--- src/rtl/m_tplatch_wr_seq.sv ---
`timescale 1ns/100ps
// -----------------------------------------------------------------------------
// m_tplatch_wr_seq
//
// Write sequencer for a set of TPLATCH1 transparent latch banks. It accepts one
// (address, data) write per valid/ready handshake. It then drives the shared
// data bus D and opens exactly one bank enable EB for PULSE clock cycles. D is
// held stable for SETUP cycles before the enable rises and for HOLD cycles after
// it falls. The sequencer then returns to idle with a one-cycle done pulse.
// D only changes on an accept edge, and an accept can only happen while every
// EB is low. In the single-clock model, D therefore never moves under an open
// latch.
//
// Parameters
//   WIDTH  data width of D / req_data
//   ADDRW  bank address width; 2**ADDRW enables on EB
//   SETUP  cycles D is stable before EB rises (0 allowed)
//   PULSE  cycles EB is high (>= 1)
//   HOLD   cycles D is stable after EB falls (0 allowed)
//
// Ports
//   MasterClock  in   system clock, rising-edge
//   reset        in   asynchronous reset, active-high
//   req_valid    in   write request present
//   req_ready    out  sequencer idle; accept on valid & ready
//   req_addr     in   target latch bank
//   req_data     in   data to be latched
//   D            out  data to all latch banks
//   EB           out  one-hot latch enables, bit n drives bank n
//   busy         out  transaction in progress (~req_ready)
//   done         out  one-cycle pulse when a transaction completes
// -----------------------------------------------------------------------------
module m_tplatch_wr_seq #(
  parameter int WIDTH = 8,
  parameter int ADDRW = 2,
  parameter int SETUP = 1,
  parameter int PULSE = 2,
  parameter int HOLD  = 1
) (
  input  logic                    MasterClock,
  input  logic                    reset,
  input  logic                    req_valid,
  output logic                    req_ready,
  input  logic [ADDRW-1:0]        req_addr,
  input  logic [WIDTH-1:0]        req_data,
  output logic [WIDTH-1:0]        D,
  output logic [(2**ADDRW)-1:0]   EB,
  output logic                    busy,
  output logic                    done
);

  localparam int NBANK  = 2**ADDRW;
  localparam int MAXSP  = (SETUP > PULSE) ? SETUP : PULSE;
  localparam int MAXLEN = (MAXSP > HOLD) ? MAXSP : HOLD;
  localparam int CNTW   = $clog2(MAXLEN + 1);

  // Counter reload values: each state's length minus one. A zero-length
  // window is never entered, so its reload value is irrelevant.
  localparam logic [CNTW-1:0] C_SETUP = CNTW'((SETUP > 0) ? SETUP - 1 : 0);
  localparam logic [CNTW-1:0] C_PULSE = CNTW'((PULSE > 0) ? PULSE - 1 : 0);
  localparam logic [CNTW-1:0] C_HOLD  = CNTW'((HOLD  > 0) ? HOLD  - 1 : 0);
  localparam logic [CNTW-1:0] C_ONE   = CNTW'(1);

  if (PULSE < 1) begin : g_bad_pulse
    $error("m_tplatch_wr_seq: PULSE must be >= 1");
  end

  typedef enum logic [1:0] {
    S_IDLE,
    S_SETUP,
    S_OPEN,
    S_HOLD
  } state_t;

  state_t              r_state, w_state_nxt;
  logic [CNTW-1:0]     r_cnt, w_cnt_nxt;
  logic [WIDTH-1:0]    r_d;
  logic [ADDRW-1:0]    r_bank, w_bank_nxt;
  logic [NBANK-1:0]    r_eb, w_eb_nxt;
  logic                r_done, w_done_nxt;
  logic                w_accept;

  assign w_accept = req_valid && (r_state == S_IDLE);

  // NOTE: every always_comb output gets a default first, so that no path
  // through the case leaves a signal unassigned and infers a latch.
  always_comb begin
    w_state_nxt = r_state;
    w_cnt_nxt   = r_cnt;
    w_done_nxt  = 1'b0;
    w_bank_nxt  = w_accept ? req_addr : r_bank;

    case (r_state)
      S_IDLE: begin
        if (w_accept) begin
          if (SETUP > 0) begin
            w_state_nxt = S_SETUP;
            w_cnt_nxt   = C_SETUP;
          end else begin
            w_state_nxt = S_OPEN;
            w_cnt_nxt   = C_PULSE;
          end
        end
      end
      S_SETUP: begin
        if (r_cnt == '0) begin
          w_state_nxt = S_OPEN;
          w_cnt_nxt   = C_PULSE;
        end else begin
          w_cnt_nxt = r_cnt - C_ONE;
        end
      end
      S_OPEN: begin
        if (r_cnt == '0) begin
          if (HOLD > 0) begin
            w_state_nxt = S_HOLD;
            w_cnt_nxt   = C_HOLD;
          end else begin
            w_state_nxt = S_IDLE;
            w_done_nxt  = 1'b1;
          end
        end else begin
          w_cnt_nxt = r_cnt - C_ONE;
        end
      end
      S_HOLD: begin
        if (r_cnt == '0) begin
          w_state_nxt = S_IDLE;
          w_done_nxt  = 1'b1;
        end else begin
          w_cnt_nxt = r_cnt - C_ONE;
        end
      end
      default: begin
        w_state_nxt = S_IDLE;
      end
    endcase

    // EB is registered from the next state, so it is high exactly while the
    // state register holds OPEN. Indexing a zeroed vector keeps it one-hot.
    w_eb_nxt = '0;
    if (w_state_nxt == S_OPEN) begin
      w_eb_nxt[w_bank_nxt] = 1'b1;
    end
  end

  // NOTE: sequential state uses non-blocking assignments only, so every
  // flop samples pre-edge values regardless of statement order.
  always_ff @(posedge MasterClock or posedge reset) begin
    if (reset) begin
      r_state <= S_IDLE;
      r_cnt   <= '0;
    end else begin
      r_state <= w_state_nxt;
      r_cnt   <= w_cnt_nxt;
    end
  end

  // The async reset clears EB immediately, so an open latch closes without
  // waiting for a clock edge. The bank keeps whatever it already captured.
  always_ff @(posedge MasterClock or posedge reset) begin
    if (reset) begin
      r_d    <= '0;
      r_bank <= '0;
      r_eb   <= '0;
      r_done <= 1'b0;
    end else begin
      if (w_accept) begin
        r_d    <= req_data;
        r_bank <= req_addr;
      end
      r_eb   <= w_eb_nxt;
      r_done <= w_done_nxt;
    end
  end

  assign D         = r_d;
  assign EB        = r_eb;
  assign done      = r_done;
  assign req_ready = (r_state == S_IDLE);
  assign busy      = ~req_ready;

endmodule

--- config.mk ---
export PLATFORM = sky130hd
export DESIGN_NAME = m_tplatch_wr_seq
export DESIGN_NICKNAME = d
export VERILOG_FILES = /design/src/rtl/m_tplatch_wr_seq.sv
export SDC_FILE = /design/constraint.sdc
export NUM_CORES = 1
export LEC_CHECK = 0
export ABC_AREA = 1
export BUFFER_PORTS_ARGS = -buffer_cell sky130_fd_sc_hd__buf_2
export CORE_MARGIN = 2
export CORE_UTILIZATION = 44
export CTS_BUF_LIST = sky130_fd_sc_hd__clkbuf_4 sky130_fd_sc_hd__clkbuf_8 sky130_fd_sc_hd__clkbuf_16
export CTS_CLUSTER_DIAMETER = 100
export DETAILED_ROUTE_END_ITERATION = 10
export PLACE_DENSITY = 0.73
export SYNTH_ARGS = -nofsm -noshare
export SYNTH_HDL_FRONTEND = slang
export SYNTH_SLANG_ARGS = --single-unit
--- constraint.sdc ---
create_clock -name MasterClock -period 1.3 [get_ports MasterClock]
set_clock_uncertainty 0.05 [all_clocks]
set_input_delay 0.195 -clock MasterClock [delete_from_list [all_inputs] [get_ports MasterClock]]
set_output_delay 0.195 -clock MasterClock [all_outputs]
set_load 0.05 [all_outputs]
==> reports/summary.txt, run 1 <==
Remaining number of nets flagged by the antenna check after routing - 0
Critical Path Fanout Max - 3
Remaining design rule violation count - 0
Final instance area - 1331 um2
Highest attainable clock frequency - 755.2 MHz
Most frequently used cell type in the post-synthesis netlist - sky130_fd_sc_hd__nand2_1
Failing checks - setup timing
Pin count of the biggest net entering global routing - 20
Area of the multi-input gates - 466.7 um2
Overall die height - 49.81 um
Post-Synthesis Net Count - 124
Post-synthesis sequential area ratio - 51.49%
Cell area after technology mapping - 923.4 um2
Slew @ Worst Pin - 391.6 ps
Via count of the first global-routing pass - 823
Min Hold Slack - 73.69 ps
Sum of overflow across all layers after global routing - 0
Cell types with the highest counts after synthesis - 38 x sky130_fd_sc_hd__nand2_1, 19 x sky130_fd_sc_hd__dfrtp_1, 12 x sky130_fd_sc_hd__nand3_1
Pins over their slew limit - 0
Worst slew slack as a fraction of its limit - 73.89%
Critical setup path kind - register to primary output
Routed wire length - 2.145 mm
GR met3 Demand/Resource - 2.727%
Asr flop ratio synth - 100.0%
Area of the core - 1962 um2
H-tree Lvls - 1
Number of DRC markers in iteration 0 - 4
Diode insertion count for antenna repair - 0
Worst setup SP type - register
Count of clock tree sinks - 19
Total cell area at the placement stage - 1107 um2
Main synth FF type - sky130_fd_sc_hd__dfrtp_1
Floorplan die area - 2481 um2
Total area of sequential cells - 476.7 um2
Number of synthesized flops with an enable pin - 0
Total CTS buffers - 3
GR peak layer - met2
Mean area per synthesized cell - 8.550 um2
Number of iterations in the first detailed-routing pass - 6
Initial antenna violation count - 0
Total global-route track usage - 18.44%
Routed via count divided by cell count - 4.704
HP Class - primary input to register
Met2 Track Usage GR - 32.67%
TritonCTS clock tree - done
Site Rows - 16
DR WL/cell - 11.98 um
Area growth from synthesis to layout - 44.17%
Biggest area contributors in the synthesized netlist - sky130_fd_sc_hd__dfrtp_1 51%, sky130_fd_sc_hd__nand2_1 15%, sky130_fd_sc_hd__nand3_1 6.5%
Initial core utilization - 47.07%
Cell count after synthesis - 108
Global routing met1 resource utilization - 21.83%
Number of synthesized register bits - 19
Post-layout worst setup margin - -24.15 ps
Endpoint type of the worst setup path - primary output
Number of nets in the layout - 169
Minimum clock period - 1324 ps
Share of layout cells above drive strength 1 - 53.95%
Post-DP HPWL - 1.475 mm
RePlAce Congestion - 0.7827
Unrepaired setup endpoints after global routing - true
Cell chosen for the clock root - sky130_fd_sc_hd__clkbuf_4
IO Pins - 28
Required arrival time at the worst endpoint - 1050 ps
Clock slew at reported path FFs - 110 ps
Final-layout fill cell count - 182
Number of synthesis warnings - 0
Final Hold Viols - 0
Share of the clock period used by the worst path after layout - 101.9%
Chip Width - 49.81 um
Final setup fails - 1
Most area-hungry cell type in the Yosys netlist - sky130_fd_sc_hd__dfrtp_1
Number of buffers added on ports - 27
Total negative slack - -24.15 ps
Clock latency reported for the late side of the worst-skew pair - 290 ps
Max Buffers Root-to-Sink - 2
Post-synthesis cell type count - 15
Proportion of netlist area held by the largest area contributor - 51.49%
Maximum capacitance violations - 0
Via total after detailed routing - 842
Status - finished with violations
Arrival time worst endpoint - 1080 ps
Global-route wire length before repair - 3.525 mm
==> metrics by stage <==
step	instances	setup slack (ps)	util (%)
finish	179	-24.15	67.86
global route	179	-68.40	67.86
CTS	175	-11.18	61.42
detailed placement	165	-56.67	56.44
global placement	165	60.11	56.44
floorplan	108	46.85	-
==> worst paths after layout <==
check,from,endpoint,slack [ps],depth (start not counted)
min in group asynchronous,reset,r_cnt[0],410,4
max in group asynchronous,reset,r_state[1],570,4
max reg2reg,r_state[0],D[5],20,6
max,r_state[0],req_ready,-20,2
min reg2reg,D[1],D[1],430,2
min,req_data[7],D[7],70,3
==> cells by family (layout without fill, tap and decap cells) <==
| logic type | Yosys count | after routing | share of synthesized area [%] |
|---|---|---|---|
| simple gates | 69 | 70 | 34.96 |
| compound gates | 3 | 3 | 1.762 |
| fa+ha+maj | 3 | 3 | 4.065 |
| buf+inv | 14 | 57 | 7.724 |
| flops | 19 | 19 | 51.49 |
==> state kept, by name, summed over array words and instances, names as in the netlist <==
register and count:
done 1, EB 4, r_cnt 2, r_state 2
r_bank 2, D 8
==> critical path, cell delays in order, from the launching register on <==
cell,delay (ps)
sky130_fd_sc_hd__dfrtp_1,440
sky130_fd_sc_hd__nor2_4,180
sky130_fd_sc_hd__buf_8,160
==> area by class of cell <==
class	instances	area share, %
well taps	27	2.538
inverters	11	3.101
repair buffers	42	21.43
flip-flops and latches	19	35.81
clock inverters	1	0.3759
clock buffers	3	1.692
multi-input cells	76	35.06
==> metal layers <==
layer,wire length (um),vias to the layer above
met1,902,396
met5,0,-
met2,1139,17
met3,79,2
met4,23,0
li1,-,427
==> layout by cell type, fill, tap and decap left out, types with 2 or more instances in the layout <==
cell type / synthesis / final
sky130_fd_sc_hd__buf_2: 0 / 25
sky130_fd_sc_hd__nand2_1: 38 / 24
sky130_fd_sc_hd__dfrtp_1: 19 / 18
sky130_fd_sc_hd__nand2_2: 7 / 18
sky130_fd_sc_hd__nand3_1: 12 / 11
sky130_fd_sc_hd__buf_4: 1 / 10
sky130_fd_sc_hd__inv_1: 11 / 6
sky130_fd_sc_hd__inv_2: 0 / 5
sky130_fd_sc_hd__nand2_4: 1 / 4
sky130_fd_sc_hd__nor2_1: 7 / 4
sky130_fd_sc_hd__buf_6: 2 / 4
sky130_fd_sc_hd__nand3_2: 2 / 3
sky130_fd_sc_hd__clkbuf_4: 0 / 3
sky130_fd_sc_hd__nor2_4: 1 / 2
sky130_fd_sc_hd__nor2_2: 0 / 2
sky130_fd_sc_hd__o21ai_0: 2 / 2
sky130_fd_sc_hd__ha_1: 3 / 2
sky130_fd_sc_hd__buf_8: 0 / 2
==> what timing repair did <==
| item | CTS | global route |
|---|---|---|
| buffers inserted | 5 | 3 |
| pin swaps | 3 | 5 |
| resized for setup | 10 | 30 |
| setup endpoints to repair | 6 | 12 |
| cloned | 0 | 1 |
| hold buffers | 1 | 0 |
| endpoints found under the hold margin | 19 | 0 |
Power of run 1 is not shown: default switching activity piles up to over one toggle a cycle in this logic, so the estimate is an artifact.
==> run 2: changes to the inputs <==
==> constraint.sdc (replaced) <==
create_clock -name MasterClock -period 1.1 [get_ports MasterClock]
set_clock_uncertainty 0.05 [all_clocks]
set_input_delay 0.165 -clock MasterClock [delete_from_list [all_inputs] [get_ports MasterClock]]
set_output_delay 0.165 -clock MasterClock [all_outputs]
set_load 0.05 [all_outputs]
==> run 2 against run 1 <==
  * First-iteration DRC count is 130% higher
  * Via count is 9.7% higher
  * The flow still finishes with violations (setup timing)
  * Register-to-register slack worse by 220 ps
  * Core utilization is 12 points higher
  * Sequential share of layout area is 5.4 points lower
  * Wire length is 35% higher
  * Final area is 18% higher
  * Worst hold slack worse by 19 ps
==> reports/summary.txt, run 2 (synthesis results as in run 1) <==
Status - finished with violations (unchanged)
Failing checks - setup timing (unchanged)
Floorplan die area - 2481 um2 (unchanged)
Startpoint of the most critical hold path - req_data[2] (was req_data[7])
Unrepaired setup endpoints after global routing - true (unchanged)
Max Buffers Root-to-Sink - 2 (unchanged)
Util after Layout - 80.10% (was 67.86%)
Worst reg2reg path startpoint - r_state[0] (unchanged)
Area of the multi-input gates - 528.0 um2 (was 466.7 um2)
Diode insertion count for antenna repair - 0 (unchanged)
Clock latency reported for the late side of the worst-skew pair - 300 ps (was 290 ps)
Area of the core - 1962 um2 (unchanged)
Highest attainable clock frequency - 766.3 MHz
Endpoint type of the worst setup path - register (was primary output)
Number of nets in the layout - 179 (was 169)
Routed via count divided by cell count - 4.889 (was 4.704)
Critical Path Fanout Max - 6 (was 3)
Post-DP HPWL - 1.483 mm (was 1.475 mm)
DR WL/cell - 15.37 um (was 11.98 um)
Remaining number of nets flagged by the antenna check after routing - 0 (unchanged)
Required arrival time at the worst endpoint - 1300 ps (was 1050 ps)
Worst setup SP type - register (unchanged)
Number of iterations in the first detailed-routing pass - 4 (was 6)
Global-route wire length before repair - 3.836 mm (was 3.525 mm)
Sum of overflow across all layers after global routing - 0 (unchanged)
Arrival time worst endpoint - 1500 ps (was 1080 ps)
Via count of the first global-routing pass - 872 (was 823)
Slew @ Worst Pin - 242.6 ps (was 391.6 ps)
Clock slew at reported path FFs - 120 ps (was 110 ps)
Number of buffers added on ports - 27 (unchanged)
Remaining design rule violation count - 0 (unchanged)
Final Hold Viols - 0 (unchanged)
Minimum clock period - 1305 ps
Initial antenna violation count - 0 (unchanged)
Commonest non-fill, non-tap cell in the layout - sky130_fd_sc_hd__buf_4 (was sky130_fd_sc_hd__buf_2)
Maximum capacitance violations - 0 (unchanged)
RePlAce Congestion - 0.7738 (was 0.7827)
Startpoint of the worst setup timing path - r_state[0] (unchanged)
Total negative slack - -3272 ps (was -24.15 ps)
Overall die height - 49.81 um (unchanged)
Area growth from synthesis to layout - 70.19% (was 44.17%)
Total CTS buffers - 3 (unchanged)
Via total after detailed routing - 924 (was 842)
HP Class - primary input to register (unchanged)
Max FFs per register - 8 (unchanged)
Worst slew slack as a fraction of its limit - 83.83% (was 73.89%)
Most frequent cells in the layout - 21 x sky130_fd_sc_hd__buf_4, 19 x sky130_fd_sc_hd__nand2_2, 17 x sky130_fd_sc_hd__dfrtp_1, 17 x sky130_fd_sc_hd__nand2_1, 16 x sky130_fd_sc_hd__buf_6 (was 25 x sky130_fd_sc_hd__buf_2, 24 x sky130_fd_sc_hd__nand2_1, 18 x sky130_fd_sc_hd__dfrtp_1, 18 x sky130_fd_sc_hd__nand2_2, 11 x sky130_fd_sc_hd__nand3_1)
Share of the clock period used by the worst path after layout - 118.6%
Final setup fails - 26 (was 1)
Pins over their slew limit - 0 (unchanged)
Site Rows - 16 (unchanged)
Total global-route track usage - 20.65% (was 18.44%)
Count of clock tree sinks - 19 (unchanged)
Number of DRC markers in iteration 0 - 9 (was 4)
Pin count of the biggest net entering global routing - 20 (unchanged)
Routed wire length - 2.904 mm (was 2.145 mm)
Total area of sequential cells - 478.0 um2 (was 476.7 um2)
Cell chosen for the clock root - sky130_fd_sc_hd__clkbuf_4 (unchanged)
IO Pins - 28 (unchanged)
Final-layout fill cell count - 114 (was 182)
TritonCTS clock tree - done (unchanged)
Chip Width - 49.81 um (unchanged)
Min Hold Slack - 54.95 ps (was 73.69 ps)
Critical setup path kind - register to register (was register to primary output)
Share of layout cells above drive strength 1 - 64.20% (was 53.95%)
Initial core utilization - 47.07% (unchanged)
H-tree Lvls - 1 (unchanged)
Post-layout worst setup margin - -205.0 ps (was -24.15 ps)
run 2: path summary, 6_finish.rpt:
| kind | slack (ps) | endpoint | cells past startpoint |
|---|---|---|---|
| min in group asynchronous | 370 | r_bank[0] | 4 |
| max reg2reg | -200 | D[4] | 6 |
| min reg2reg | 470 | D[4] | 2 |
| max | -200 | D[4] | 6 |
| max in group asynchronous | 410 | r_state[0] | 4 |
| min | 50 | D[2] | 3 |
run 2: layer usage:
layer  vias to the layer above  share of wire [%]  GRT usage (%)
met1                       434                 38          23.05
met4                         0                5.3          10.65
met5                         -                  0              0
met2                        38                 52          38.00
met3                        14                4.3          2.424
li1                        438                  -              -
run 2: metrics by stage:
step	cell area [um2]	worst slack, ps	instances
2_1_floorplan	952.2	-64.67	108
3_3_place_gp	1172	-111.5	171
3_5_place_dp	1172	-126.1	171
4_1_cts	1400	-182.4	183
5_1_grt	1572	-264.7	189
6_report	1572	-205.0	189
run 2: layout make-up:
cell class	instances	area share, %
Inverter	11	2.787
Multi-Input combinational cell	75	33.60
Sequential cell	19	30.41
Clock buffer	4	1.911
Tap cell	27	2.150
Timing Repair Buffer	53	29.14
run 2: repair_timing:
| item | CTS | global route |
|---|---|---|
| hold endpoints to repair | 19 | 0 |
| pin swaps | 9 | 19 |
| hold buffers | 1 | 0 |
| buffers inserted | 7 | 6 |
| endpoints found under the setup margin | 28 | 34 |
| gates resized for setup | 46 | 41 |
run 2: critical path, stage by stage (launching register included):
cell	delay [ps]
sky130_fd_sc_hd__dfrtp_2	460
sky130_fd_sc_hd__nor2_4	160
sky130_fd_sc_hd__buf_6	160
sky130_fd_sc_hd__buf_6	110
sky130_fd_sc_hd__buf_4	130
sky130_fd_sc_hd__nand3_1	100
sky130_fd_sc_hd__nand2_1	80
Power of run 2 is left out for the same reason.
==> run 3: changes to the inputs <==
--- a/config.mk
+++ b/config.mk
@@ -7,10 +7,10 @@
 export LEC_CHECK = 0
 export ABC_AREA = 1
 export BUFFER_PORTS_ARGS = -buffer_cell sky130_fd_sc_hd__buf_2
-export CORE_MARGIN = 2
 export CORE_UTILIZATION = 44
 export CTS_BUF_LIST = sky130_fd_sc_hd__clkbuf_4 sky130_fd_sc_hd__clkbuf_8 sky130_fd_sc_hd__clkbuf_16
 export CTS_CLUSTER_DIAMETER = 100
+export CTS_CLUSTER_SIZE = 10
 export DETAILED_ROUTE_END_ITERATION = 10
 export PLACE_DENSITY = 0.73
 export SYNTH_ARGS = -nofsm -noshare
==> run 3 against run 2 <==
  * Core utilization decreased by 3.3 points
  * Non-clock buffer count decreased by 6
  * The flow still finishes with violations (setup timing)
  * Final area decreased by 4.1%
  * Sequential share of layout area increased by 1.3 points
  * Via count decreased by 0.87%
  * Final cell count decreased by 3.2%
  * Wire length decreased by 13%
  * Worst setup slack got worse by 14 ps
  * Worst hold slack got worse by 2.6 ps
  * Die area decreased by 7.9%
  * First-iteration DRC count increased by 22%
==> reports/summary.txt, run 3 (synthesis results as in run 1) <==
Status - finished with violations (unchanged)
Failing checks - setup timing (unchanged)
R2R Setup Slk - -200 ps (about the same)
Number of DRC markers in iteration 0 - 11 (was 9)
Worst slew slack as a fraction of its limit - 81.98% (was 83.83%)
Number of nets in the layout - 173 (was 179)
Total CTS buffers - 3 (unchanged)
Final-layout fill cell count - 136 (was 114)
Clock slew at reported path FFs - 110 ps (was 120 ps)
Most frequent cells in the layout - 21 x sky130_fd_sc_hd__nand2_1, 18 x sky130_fd_sc_hd__nand2_2, 17 x sky130_fd_sc_hd__dfrtp_1, 17 x sky130_fd_sc_hd__buf_6, 14 x sky130_fd_sc_hd__buf_4 (was 21 x sky130_fd_sc_hd__buf_4, 19 x sky130_fd_sc_hd__nand2_2, 17 x sky130_fd_sc_hd__dfrtp_1, 17 x sky130_fd_sc_hd__nand2_1, 16 x sky130_fd_sc_hd__buf_6)
Crit path to - req_ready (was D[4])
Initial core utilization - 47.07% (unchanged)
Reg2reg end - EB[3] (was D[4])
Minimum clock period - 1319 ps (was 1305 ps)
Maximum capacitance violations - 0 (unchanged)
Overall die height - 47.81 um (was 49.81 um)
IO Pins - 28 (unchanged)
Endpoint type of the worst setup path - primary output (was register)
Remaining design rule violation count - 0 (unchanged)
Clock latency reported for the late side of the worst-skew pair - 300 ps (about the same)
Chip Width - 47.81 um (was 49.81 um)
Total global-route track usage - 19.38% (was 20.65%)
Cell chosen for the clock root - sky130_fd_sc_hd__clkbuf_4 (unchanged)
Final instance area - 1508 um2 (was 1572 um2)
Max Buffers Root-to-Sink - 2 (unchanged)
Setup Slack @ Placement - -108.1 ps (was -126.1 ps)
Worst reg2reg path startpoint - r_state[0] (unchanged)
Post-DP HPWL - 1.414 mm (was 1.483 mm)
Number of buffers added on ports - 27 (unchanged)
TritonCTS clock tree - done (unchanged)
DR WL/cell - 13.80 um (was 15.37 um)
Floorplan die area - 2286 um2 (was 2481 um2)
Crit-path cells - nor2_4 -> buf_8 (was nor2_4 -> buf_6 -> buf_6 -> buf_4 -> nand3_1 -> nand2_1)
Worst setup SP type - register (unchanged)
Sum of overflow across all layers after global routing - 0 (unchanged)
HP Class - primary input to register (unchanged)
Slowest stage cell on the critical path - sky130_fd_sc_hd__dfrtp_2 (unchanged)
Share of the clock period used by the worst path after layout - 119.9% (was 118.6%)
CP max stage delay - 460 ps (about the same)
Diode insertion count for antenna repair - 0 (unchanged)
Critical setup path kind - register to primary output (was register to register)
Global-route wire length before repair - 2.980 mm (was 3.836 mm)
Commonest non-fill, non-tap cell in the layout - sky130_fd_sc_hd__nand2_1 (was sky130_fd_sc_hd__buf_4)
Final setup fails - 20 (was 26)
Arrival time worst endpoint - 1100 ps (was 1500 ps)
Routed via count divided by cell count - 5.005 (was 4.889)
Required arrival time at the worst endpoint - 880 ps (was 1300 ps)
Max FFs per register - 8 (unchanged)
Count of clock tree sinks - 19 (unchanged)
Number of iterations in the first detailed-routing pass - 4 (unchanged)
RePlAce Congestion - 0.7838 (was 0.7738)
Share of layout cells above drive strength 1 - 59.62% (was 64.20%)
Slew @ Worst Pin - 269.7 ps (was 242.6 ps)
Via total after detailed routing - 916 (was 924)
Pin count of the biggest net entering global routing - 20 (unchanged)
Area of the core - 1962 um2 (unchanged)
H-tree Lvls - 1 (unchanged)
Routed wire length - 2.526 mm (was 2.904 mm)
FF-to-FF path depth - 7 (was 6)
Post-layout worst setup margin - -219.0 ps (was -205.0 ps)
Startpoint of the worst setup timing path - r_state[0] (unchanged)
Site Rows - 16 (unchanged)
Highest attainable clock frequency - 758.1 MHz (was 766.3 MHz)
Total cell area at the placement stage - 1165 um2 (was 1172 um2)
Pins over their slew limit - 0 (unchanged)
Remaining number of nets flagged by the antenna check after routing - 0 (unchanged)
Initial antenna violation count - 0 (unchanged)
Unrepaired setup endpoints after global routing - true (unchanged)
Placed instance count - 170 (was 171)
Critical Path Fanout Max - 4 (was 6)
Via count of the first global-routing pass - 716 (was 872)
Final Non-Filler Cells - 183 (was 189)
Final Hold Viols - 0 (unchanged)
Area growth from synthesis to layout - 63.28% (was 70.19%)
Hold Path Cell Cnt - 3 (unchanged)
run 3: critical path: cells and delay by family (launching register included):
| family | cells | cell delay, ps |
|---|---|---|
| flops | 1 | 460 |
| simple gates | 1 | 170 |
| buf+inv | 1 | 170 |
run 3: repair_timing:
| action | in CTS | in global routing |
|---|---|---|
| resized for setup | 28 | 49 |
| endpoints found under the setup margin | 30 | 31 |
| endpoints found under the hold margin | 19 | 0 |
| pin swaps | 7 | 9 |
| setup buffers | 4 | 6 |
| hold buffers | 1 | 0 |
run 3: how the worst min path moves through the flow:
stage	startpoint	to
finish	req_data[1]	D[1]
global route	req_data[1]	D[1]
CTS	req_data[7]	D[7]
detailed placement	reset	D[6]
global placement	reset	done
floorplan	reset	D[0]
run 3: stage by stage:
stage          TNS (ps)  hold WS, ps  util [%]
6_report          -2896        52.36     76.85
5_1_grt           -3834        55.81     76.85
4_1_cts           -2653        37.78     66.84
3_5_place_dp      -1168        147.9     59.38
3_3_place_gp     -796.3        140.7     59.38
2_1_floorplan    -208.8        66.13         -
run 3: routing by layer:
| layer | vias to the layer above | global-route usage (%) | wire, um |
|---|---|---|---|
| li1 | 433 | - | - |
| met1 | 448 | 22.59 | 983 |
| met2 | 31 | 33.51 | 1417 |
| met3 | 4 | 3.396 | 89 |
| met4 | 0 | 10.56 | 35 |
| met5 | - | 0 | 0 |
run 3: cell type report:
class / count / area, um2 / area share (%)
Multi-Input combinational cell: 75 / 510.5 / 33.86
Inverter: 11 / 43.79 / 2.905
Tap cell: 27 / 33.78 / 2.241
Clock buffer: 4 / 30.03 / 1.992
Timing Repair Buffer: 47 / 411.6 / 27.30
Sequential cell: 19 / 478.0 / 31.70
Power of run 3 is left out for the same reason.
